--- src/rtl/fifo_pkg.sv ---
// Shared definitions for the async FIFO read-side stream adapter.
package fifo_pkg;

  localparam int unsigned FIFO_DATA_WIDTH = 8;
  localparam int unsigned BUF_DEPTH       = 2;
  localparam int unsigned OCC_WIDTH       = 2;

  typedef enum logic [1:0] {
    RUN   = 2'd0,
    FLUSH = 2'd1,
    DONE  = 2'd2
  } fifo_rd_state_e;

endpackage

--- src/rtl/fifo_read_stream_if.sv ---
// FIFO read port plus valid/ready output stream, as seen by the read adapter.
interface fifo_read_stream_if
  import fifo_pkg::*;
#(
  parameter int unsigned DATA_WIDTH = FIFO_DATA_WIDTH
);

  logic                  rempty;
  logic                  rinc;
  logic [DATA_WIDTH-1:0] rdata;
  logic                  m_valid;
  logic [DATA_WIDTH-1:0] m_data;
  logic                  m_ready;

  modport master (
    input  rempty, rdata, m_ready,
    output rinc, m_valid, m_data
  );

  modport slave (
    output rempty, rdata, m_ready,
    input  rinc, m_valid, m_data
  );

endinterface

--- src/rtl/fifo_read_stream_buf2.sv ---
// Two-entry in-order output buffer; head entry drives the stream data.
module stream_buf2
  import fifo_pkg::*;
#(
  parameter int unsigned DATA_WIDTH = FIFO_DATA_WIDTH
) (
  input  logic                  clk,
  input  logic                  rst,
  input  logic                  push,
  input  logic [DATA_WIDTH-1:0] push_data,
  input  logic                  pop,
  input  logic                  clear,
  output logic                  valid,
  output logic [DATA_WIDTH-1:0] data,
  output logic [OCC_WIDTH-1:0]  occ
);

  logic [BUF_DEPTH-1:0][DATA_WIDTH-1:0] ent_q, ent_d;
  logic [OCC_WIDTH-1:0]                 occ_q, occ_d;

  // Entry 0 is always the head; a pop shifts entry 1 down.
  always_comb begin
    ent_d = ent_q;
    occ_d = occ_q;
    if (clear) begin
      occ_d = '0;
    end else begin
      case ({push, pop})
        2'b10: begin
          ent_d[occ_q[0]] = push_data;
          occ_d           = occ_q + OCC_WIDTH'(1);
        end
        2'b01: begin
          ent_d[0] = ent_q[1];
          occ_d    = occ_q - OCC_WIDTH'(1);
        end
        2'b11: begin
          if (occ_q == OCC_WIDTH'(2)) begin
            ent_d[0] = ent_q[1];
            ent_d[1] = push_data;
          end else begin
            ent_d[0] = push_data;
          end
        end
        default: ;
      endcase
    end
  end

  always_ff @(posedge clk) begin
    if (rst) begin
      ent_q <= '0;
      occ_q <= '0;
    end else begin
      ent_q <= ent_d;
      occ_q <= occ_d;
    end
  end

  assign valid = (occ_q != '0);
  assign data  = ent_q[0];
  assign occ   = occ_q;

endmodule

--- src/rtl/fifo_read_stream.sv ---
// Read-side adapter: pops the async FIFO into a full-rate valid/ready stream,
// with a drain-and-discard flush sequence and a delivered-word counter.
module fifo_read_stream
  import fifo_pkg::*;
#(
  parameter int unsigned DATA_WIDTH = FIFO_DATA_WIDTH,
  parameter int unsigned CNT_WIDTH  = 16
) (
  input  logic                 clk,
  input  logic                 rst,
  fifo_read_stream_if.master   bus,
  input  logic                 flush,
  output logic                 flush_busy,
  output logic                 flush_done,
  output logic [CNT_WIDTH-1:0] word_cnt
);

  localparam logic [1:0] ST_RUN   = 2'(RUN);
  localparam logic [1:0] ST_FLUSH = 2'(FLUSH);
  localparam logic [1:0] ST_DONE  = 2'(DONE);

  logic [1:0]           state_q, state_d;
  logic                 inflight_q, inflight_d;
  logic [CNT_WIDTH-1:0] cnt_q, cnt_d;
  logic [OCC_WIDTH-1:0] occ;
  logic                 pop, push, clear, rinc;
  logic [2:0]           lvl;

  assign pop = bus.m_valid && bus.m_ready;
  // Buffer level after this cycle's pop, counting the word still in flight.
  assign lvl = 3'(occ) + 3'(inflight_q) - 3'(pop);

  always_comb begin
    state_d = state_q;
    rinc    = 1'b0;
    push    = 1'b0;
    clear   = 1'b0;
    case (state_q)
      ST_RUN: begin
        rinc = !bus.rempty && (lvl < 3'd2);
        push = inflight_q && !flush;
        if (flush) begin
          clear   = 1'b1;
          state_d = ST_FLUSH;
        end
      end
      ST_FLUSH: begin
        rinc = !bus.rempty;
        if (bus.rempty && !inflight_q) state_d = ST_DONE;
      end
      ST_DONE:  state_d = ST_RUN;
      default:  state_d = ST_RUN;
    endcase
    // No pops while held in reset, so no word is lost to a read nobody captures.
    if (rst) rinc = 1'b0;
  end

  assign inflight_d = rinc;
  assign cnt_d      = pop ? cnt_q + CNT_WIDTH'(1) : cnt_q;

  always_ff @(posedge clk) begin
    if (rst) begin
      state_q    <= ST_RUN;
      inflight_q <= 1'b0;
      cnt_q      <= '0;
    end else begin
      state_q    <= state_d;
      inflight_q <= inflight_d;
      cnt_q      <= cnt_d;
    end
  end

  stream_buf2 #(
    .DATA_WIDTH(DATA_WIDTH)
  ) u_buf (
    .clk       (clk),
    .rst       (rst),
    .push      (push),
    .push_data (bus.rdata),
    .pop       (pop),
    .clear     (clear),
    .valid     (bus.m_valid),
    .data      (bus.m_data),
    .occ       (occ)
  );

  assign bus.rinc   = rinc;
  assign flush_busy = (state_q == ST_FLUSH);
  assign flush_done = (state_q == ST_DONE);
  assign word_cnt   = cnt_q;

endmodule

--- src/flat_wrapper.sv ---
// flat-port wrapper written by rule: the top's interface ports become plain ports
module fifo_read_stream_flat import fifo_pkg::*;
#(
  parameter int unsigned DATA_WIDTH = FIFO_DATA_WIDTH,
  parameter int unsigned CNT_WIDTH  = 16
)
  (clk, rst, flush, flush_busy, flush_done, word_cnt, bus_rempty, bus_rdata, bus_m_ready, bus_rinc, bus_m_valid, bus_m_data);
  fifo_read_stream_if #(.DATA_WIDTH(DATA_WIDTH)) bus_i ();
  input  logic clk;
  input  logic rst;
  input  logic flush;
  output logic flush_busy;
  output logic flush_done;
  output logic [CNT_WIDTH-1:0] word_cnt;
  input wire logic [$bits(bus_i.rempty)-1:0] bus_rempty;
  input wire logic [$bits(bus_i.rdata)-1:0] bus_rdata;
  input wire logic [$bits(bus_i.m_ready)-1:0] bus_m_ready;
  output wire logic [$bits(bus_i.rinc)-1:0] bus_rinc;
  output wire logic [$bits(bus_i.m_valid)-1:0] bus_m_valid;
  output wire logic [$bits(bus_i.m_data)-1:0] bus_m_data;
  assign bus_i.rempty = bus_rempty;
  assign bus_i.rdata = bus_rdata;
  assign bus_i.m_ready = bus_m_ready;
  assign bus_rinc = bus_i.rinc;
  assign bus_m_valid = bus_i.m_valid;
  assign bus_m_data = bus_i.m_data;
  fifo_read_stream #(.DATA_WIDTH(DATA_WIDTH), .CNT_WIDTH(CNT_WIDTH)) u_core (.clk(clk), .rst(rst), .bus(bus_i), .flush(flush), .flush_busy(flush_busy), .flush_done(flush_done), .word_cnt(word_cnt));
endmodule
--- config.mk ---
export PLATFORM = sky130hd
export DESIGN_NAME = fifo_read_stream_flat
export DESIGN_NICKNAME = d
export VERILOG_FILES = /design/src/rtl/fifo_pkg.sv /design/src/rtl/fifo_read_stream_if.sv /design/src/rtl/fifo_read_stream_buf2.sv /design/src/rtl/fifo_read_stream.sv /design/src/flat_wrapper.sv
export SDC_FILE = /design/constraint.sdc
export NUM_CORES = 1
export LEC_CHECK = 0
export BUFFER_PORTS_ARGS = -buffer_cell sky130_fd_sc_hd__buf_2
export CAP_MARGIN = 5
export CORE_MARGIN = 4
export CORE_UTILIZATION = 48
export DETAILED_ROUTE_END_ITERATION = 8
export GPL_TIMING_DRIVEN = 0
export MAX_ROUTING_LAYER = met4
export PLACE_DENSITY_LB_ADDON = 0.12
export SYNTH_ARGS = -nofsm -noshare
export SYNTH_HDL_FRONTEND = slang
export SYNTH_SLANG_ARGS = --single-unit
--- constraint.sdc ---
create_clock -name clk -period 2.4 [get_ports clk]
set_input_delay 0.24 -clock clk [delete_from_list [all_inputs] [get_ports clk]]
set_output_delay 0.24 -clock clk [all_outputs]
set_load 0.005 [all_outputs]
Word-level counts from Yosys, hierarchy flattened
Index checks and enable logic that the tools add are counted.
- add/sub/neg operators: 5
- multipliers: 0
- divide/modulo/power cells: 0
- $lt $le $gt $ge: 3
- equal/unequal tests: 9
- shifts and indexed selects: 0
- muxes and demuxes: 16
- bitwise logic cells: 1
- reduce and logical (&&, ||, !) cells: 17
- operators by type and width (operator ; number):
    8-bit 2-to-1 mux ; 3
    8-bit case mux with 3 select lines ; 1
    16-bit by 1-bit adder with 16-bit output (second input constant) ; 1
    16-bit bitwise mux ; 1
    8-bit case mux with 2 select lines ; 1
    8-bit demux with 1-bit select ; 1
    2-bit equality test (second input constant) ; 4
    2-bit case mux with 2 select lines ; 2
    2-bit nonzero test ; 3
    1-bit logical AND ; 5
    2-bit by 1-bit equality test with 1-bit output (second input constant) ; 2
    1-bit 2-to-1 mux ; 4
    2-bit 2-to-1 mux ; 2
    2-bit != test (second input constant) ; 2
    2-bit AND reduction ; 2
    2-bit by 1-bit adder with 3-bit output ; 1
    1-bit logical NOT ; 3
    3-bit by 2-bit less-than comparator with 1-bit output (second input constant) ; 1
    3-bit AND reduction ; 1
    3-bit nonzero test ; 1
    3-bit by 1-bit subtractor with 3-bit output ; 1
    2-bit by 1-bit adder with 2-bit output (second input constant) ; 1
    2-bit logical NOT ; 1
    1-bit by 2-bit less-than comparator with 1-bit output (second input constant) ; 1
    other kinds (6) ; 6
- bits in registers: 37
- latch bits: 0
- memory bits (writable): 0
- bits in read-only memories: 0
- input bits: 13
- output and inout bits: 28
- word-level logic and storage cells: 57
- memories kept: 0

Longest topological paths before layout
- depth after elaboration: 7
- depth in mapped cells: 10

Cells and area by module
Synthesis repeated with hierarchy kept, for this count alone.
- cells, all modules: 221
- area total of the unflattened synthesis: 2029.4 um^2
- by module, submodules not included (module ; times used ; cells each ; area each (um^2) ; sequential area each (um^2)):
    stream_buf2 ; 1 ; 119 ; 1103.6 ; 360.3
    fifo_read_stream ; 1 ; 102 ; 925.9 ; 380.4

Worst setup path after synthesis
No wires, ideal clock.
- kind: register -> output
- start point: register u_core.u_buf.occ_q[1], in the netlist u_core.u_buf.occ[1]
- end point: output port bus_rinc
- arrival time: 2.187 ns
- required time: 2.160 ns
- path slack: -0.027 ns
- cell stages (with the launch flop): 11
- cell sequence: dfxtp_1 -> buf_6 -> or2_2 -> nand2_1 -> inv_1 -> ha_1 -> nand2b_1 -> fa_1 -> xnor2_1 -> a21oi_1 -> nor4_1
- word-level cells in the longest chain between the ends: 7
- ends and longest elaborated chain (item ; RTL line ; source):
    start, declared ; fifo_read_stream_buf2.sv:19 ; logic [OCC_WIDTH-1:0] occ_q, occ_d;
    start signal, assigned ; fifo_read_stream_buf2.sv:53 ; occ_q <= '0;
    start signal, assigned ; fifo_read_stream_buf2.sv:56 ; occ_q <= occ_d;
    2-bit nonzero test ; fifo_read_stream_buf2.sv:60 ; assign valid = (occ_q != '0);
    named net bus_m_valid ; flat_wrapper.sv:19 ; output wire logic [$bits(bus_i.m_valid)-1:0] bus_m_valid;
    1-bit logical AND ; fifo_read_stream.sv:29 ; assign pop = bus.m_valid && bus.m_ready;
    named net u_core.pop ; fifo_read_stream.sv:26 ; logic pop, push, clear, rinc;
    3-bit by 1-bit subtractor with 3-bit output ; fifo_read_stream.sv:31 ; assign lvl = 3'(occ) + 3'(inflight_q) - 3'(pop);
    3-bit by 2-bit less-than comparator with 1-bit output ; fifo_read_stream.sv:40 ; rinc = !bus.rempty && (lvl < 3'd2);
    1-bit logical AND ; fifo_read_stream.sv:40 ;
    1-bit case mux with 2 select lines ; fifo_read_stream.sv:38 ; case (state_q)
    1-bit 2-to-1 mux ; fifo_read_stream.sv:55 ; if (rst) rinc = 1'b0;
    end, declared ; flat_wrapper.sv:18 ; output wire logic [$bits(bus_i.rinc)-1:0] bus_rinc;
The timed path passes the listed nets, and every way through them passes these cells.

Worst setup path after layout
- start point: register u_core.u_buf.occ_q[0], in the netlist u_core.u_buf.occ[0]
- end point: output port bus_rinc
- word-level cells in the longest chain between the ends: 7
- ends and longest elaborated chain (item ; RTL line):
    2-bit nonzero test ; fifo_read_stream_buf2.sv:60
    1-bit logical AND ; fifo_read_stream.sv:29
    named net u_core.pop ; fifo_read_stream.sv:26
    3-bit by 1-bit subtractor with 3-bit output ; fifo_read_stream.sv:31
    3-bit by 2-bit less-than comparator with 1-bit output ; fifo_read_stream.sv:40
    1-bit logical AND ; fifo_read_stream.sv:40
    1-bit case mux with 2 select lines ; fifo_read_stream.sv:38
    1-bit 2-to-1 mux ; fifo_read_stream.sv:55
The timed path passes the listed nets, and every way through them passes these cells.

==> out/results.ini <==
[timing]
maxSlewHeadroom_pct=59.3
fin_worst_skew_ns=0.00766
slew_viol_final=0
setup_viol=1
tightest_slew_ns=0.609
fin_crit_ns=2.55
fin_ws_ns=-0.150
rsz0062_at_grt=true
period_share_pct=106
hold_violations=0
fmaxAchievable_mhz=392

[clock_tree]
tritoncts=built
path_clk_slew_ns=0.07
cts-root-buf=clkbuf_8
cts_buffers=5
cts.path.max_buffers=2
cts.sinks=37
clk_latency_ns=0.29
h-tree-depth=2

[place]
gp_congestion=0.734
portBuffers=40
dp_hpwl_um=2860
place_area_mm2=0.00214

[die]
core_area_mm2=0.00372
die_w_um=70.4
die-height_um=70.4
num_io_pins=41
initial_core_util_pct=50.3
die_area_mm2=0.00495
rows=22

[power]
p_leak_nw=1.03
total_power_w=0.00123
power_density_mw_per_mm2=529
peakVddDrop_mv=0.397

[hold_path]
min_from=bus_rempty
min_delay_path_depth=2
hp-class=primary input to register
whs_endpoint=u_core.inflight_q

[run_status]
outcome=complete, but fails checks
violations=negative setup slack

[final_layout]
diodes=0
post-route-util_pct=62.4
syn2layout_area_growth_pct=24.1
design_area_mm2=0.00232
finalNetCount=276
layout-drive-gt1-share_pct=30.7

[flow_run]
drv_cap=0

[setup_path]
cp.required_ns=2.16
worstRegToRegCells=7
critPathCaptureType=output pin
arrival_ns=2.31
crit_fanout=2
cpPeakStageDelay_ns=0.40
worst-r2r-setup-slack_ns=0.18
worstSetupPathType=register to output pin
critPathLaunchType=register
r2r-start=u_core.state_q[1]
worst_path_max_delay_cell=fa_2
timing.rr.end=u_core.u_buf.ent_q[11]
crit_path_cell_trace=or2_4 > nand2_4 > inv_6 > ha_4 > nand2b_4 > fa_2 > xnor2_2 > a21oi_2 > nor4_1 > buf_2

[global_route]
grt_max_degree=12
grtUsageTotal_pct=18.2
grt_pass1_wl_um=7000
antenna_found_initial=0
grt_pass1_vias=1499
gr-total-overflow=0

[route]
vias_per_cell=5.22
antenna_left=0
drc=0
wl_per_cell_um=13.2
drt_iter0_markers=60
vias=1591
drt_first_pass_iters=4
wl_um=4040

[synth]
synth_area_leaders=dfxtp_1, a32o_1, mux2i_1, ha_1, nor2_1
synth_top_area_cell=dfxtp_1
netlist_instances=207
synth_cell_types=40
ys.flop_type=dfxtp_1
synth_fp_nets=227
syn_avg_cell_area_um2=9.02
ys_seq_area_share_pct=39.7
synthesis.area_mm2=0.00187
synth-seq-cells=37
async_flop_share_pct=0
synth-edff-count=0
yosys_warnings=0
synth_top_area_share_pct=39.7

-- repair_timing --
| action | in CTS | in global routing |
|---|---|---|
| hold buffers | 0 | 0 |
| buffers inserted | 5 | 0 |
| resized for setup | 11 | 4 |
| pin swaps | 7 | 0 |
| endpoints found under the setup margin | 9 | 17 |
-- metrics by stage --
stage	hold WS [ns]	setup WS [ns]	setup TNS (ns)	cells
finish	0.142	-0.150	-0.150	305
global route	0.140	-0.264	-0.264	305
CTS	0.129	-0.158	-0.158	306
detailed placement	0.442	-0.180	-0.553	295
global placement	0.442	-0.151	-0.455	295
floorplan	0.319	0.0101	0	207
-- area by class of cell --
type	instances	area, um^2
Buffer	14	91.3
Clock inverter	1	5.00
Multi-Input combinational cell	142	1030
Inverter	11	46.3
Timing Repair Buffer	45	238
Clock buffer	7	96.3
Sequential cell	37	748
Fill cell	369	1400
Tap cell	48	60.1
-- sequential cells by signal (all words and copies together) (netlist names) --
register            cells
u_core.u_buf.occ        2
u_core.u_buf.data       8
u_core.inflight_q       1
u_core.u_buf.ent_q      8
u_core.state_q          2
u_core.word_cnt        16
-- metal layers --
layer  track usage, %  wire [um]  up-vias  share of wire, %
met5                -          0        -                 0
met2             27.2       1840       31                46
met3             5.32        216        5               5.3
li1                 -          -      819                 -
met4             5.74         57        0               1.4
met1             23.5       1930      736                48
-- cells in the final DEF (no fill, tap or decap), types with 2 or more instances in the layout --
master / Yosys / routed
or3_2: 2 / 2
nand3_1: 5 / 5
xor2_1: 7 / 7
ha_1: 6 / 5
nor2_1: 20 / 20
nand2_1: 15 / 14
buf_4: 9 / 13
mux2i_1: 8 / 8
nor3_1: 6 / 6
nor4_1: 3 / 3
a32o_1: 8 / 8
clkbuf_8: 0 / 7
inv_1: 11 / 10
nor2b_1: 3 / 3
dfxtp_1: 37 / 35
or4_1: 2 / 2
and3_1: 2 / 2
dfxtp_4: 0 / 2
clkbuf_1: 5 / 4
xnor2_1: 7 / 6
nand3b_1: 2 / 2
a22o_1: 8 / 8
nand4_1: 2 / 2
buf_2: 0 / 40
a21oi_1: 8 / 7
o21ai_0: 12 / 12
-- cells by family after synthesis --
kind of cell             after synthesis  synth area share [%]
AO/OA/AOI/OAI                         41                  16.0
XOR/XNOR                              14                  6.56
adder cells (fa/ha/maj)                7                  5.09
buffers and inverters                 28                  8.24
flip-flops                            37                  39.7
multiplexers                           8                  4.29
AND/OR/NAND/NOR                       72                  20.2
-- where the power goes --
part           switching (W)  total [W]  leakage (nW)  internal (W)
registers         0.00000628   0.000627         0.300      0.000620
logic              0.0000671   0.000121         0.671     0.0000543
clock network       0.000219   0.000479        0.0542      0.000260
-- cell usage after synthesis, types with 2 or more instances --
| cell type | number |
|---|---|
| a21oi_1 | 8 |
| a22o_1 | 8 |
| a32o_1 | 8 |
| and3_1 | 2 |
| buf_4 | 9 |
| buf_6 | 2 |
| clkbuf_1 | 5 |
| dfxtp_1 | 37 |
| ha_1 | 6 |
| inv_1 | 11 |
| mux2i_1 | 8 |
| nand2_1 | 15 |
| nand2b_1 | 2 |
| nand3_1 | 5 |
| nand3b_1 | 2 |
| nand4_1 | 2 |
| nor2_1 | 20 |
| nor2b_1 | 3 |
| nor3_1 | 6 |
| nor4_1 | 3 |
| o21ai_0 | 12 |
| or3_2 | 2 |
| or4_1 | 2 |
| xnor2_1 | 7 |
| xor2_1 | 7 |
-- critical path: cells and delay by family, from the launching register on --
kind	cells	cell delay, ns
buffers and inverters	2	0.20
AND/OR/NAND/NOR	4	0.64
AO/OA/AOI/OAI	1	0.08
adder cells (fa/ha/maj)	2	0.60
XOR/XNOR	1	0.17
flip-flops	1	0.34
-- worst max-delay path by stage --
stage                     depth (start not counted)        to  slack (ns)           startpoint
final                                            10  bus_rinc       -0.15  u_core.u_buf.occ[0]
after global routing                             10  bus_rinc       -0.26  u_core.u_buf.occ[0]
after CTS                                        10  bus_rinc       -0.16  u_core.u_buf.occ[0]
after detailed placement                         10  bus_rinc       -0.18  u_core.u_buf.occ[1]
after global placement                           10  bus_rinc       -0.15  u_core.u_buf.occ[1]
after floorplan                                   9  bus_rinc        0.01  u_core.u_buf.occ[1]
Power figures use the tool's default switching activity.
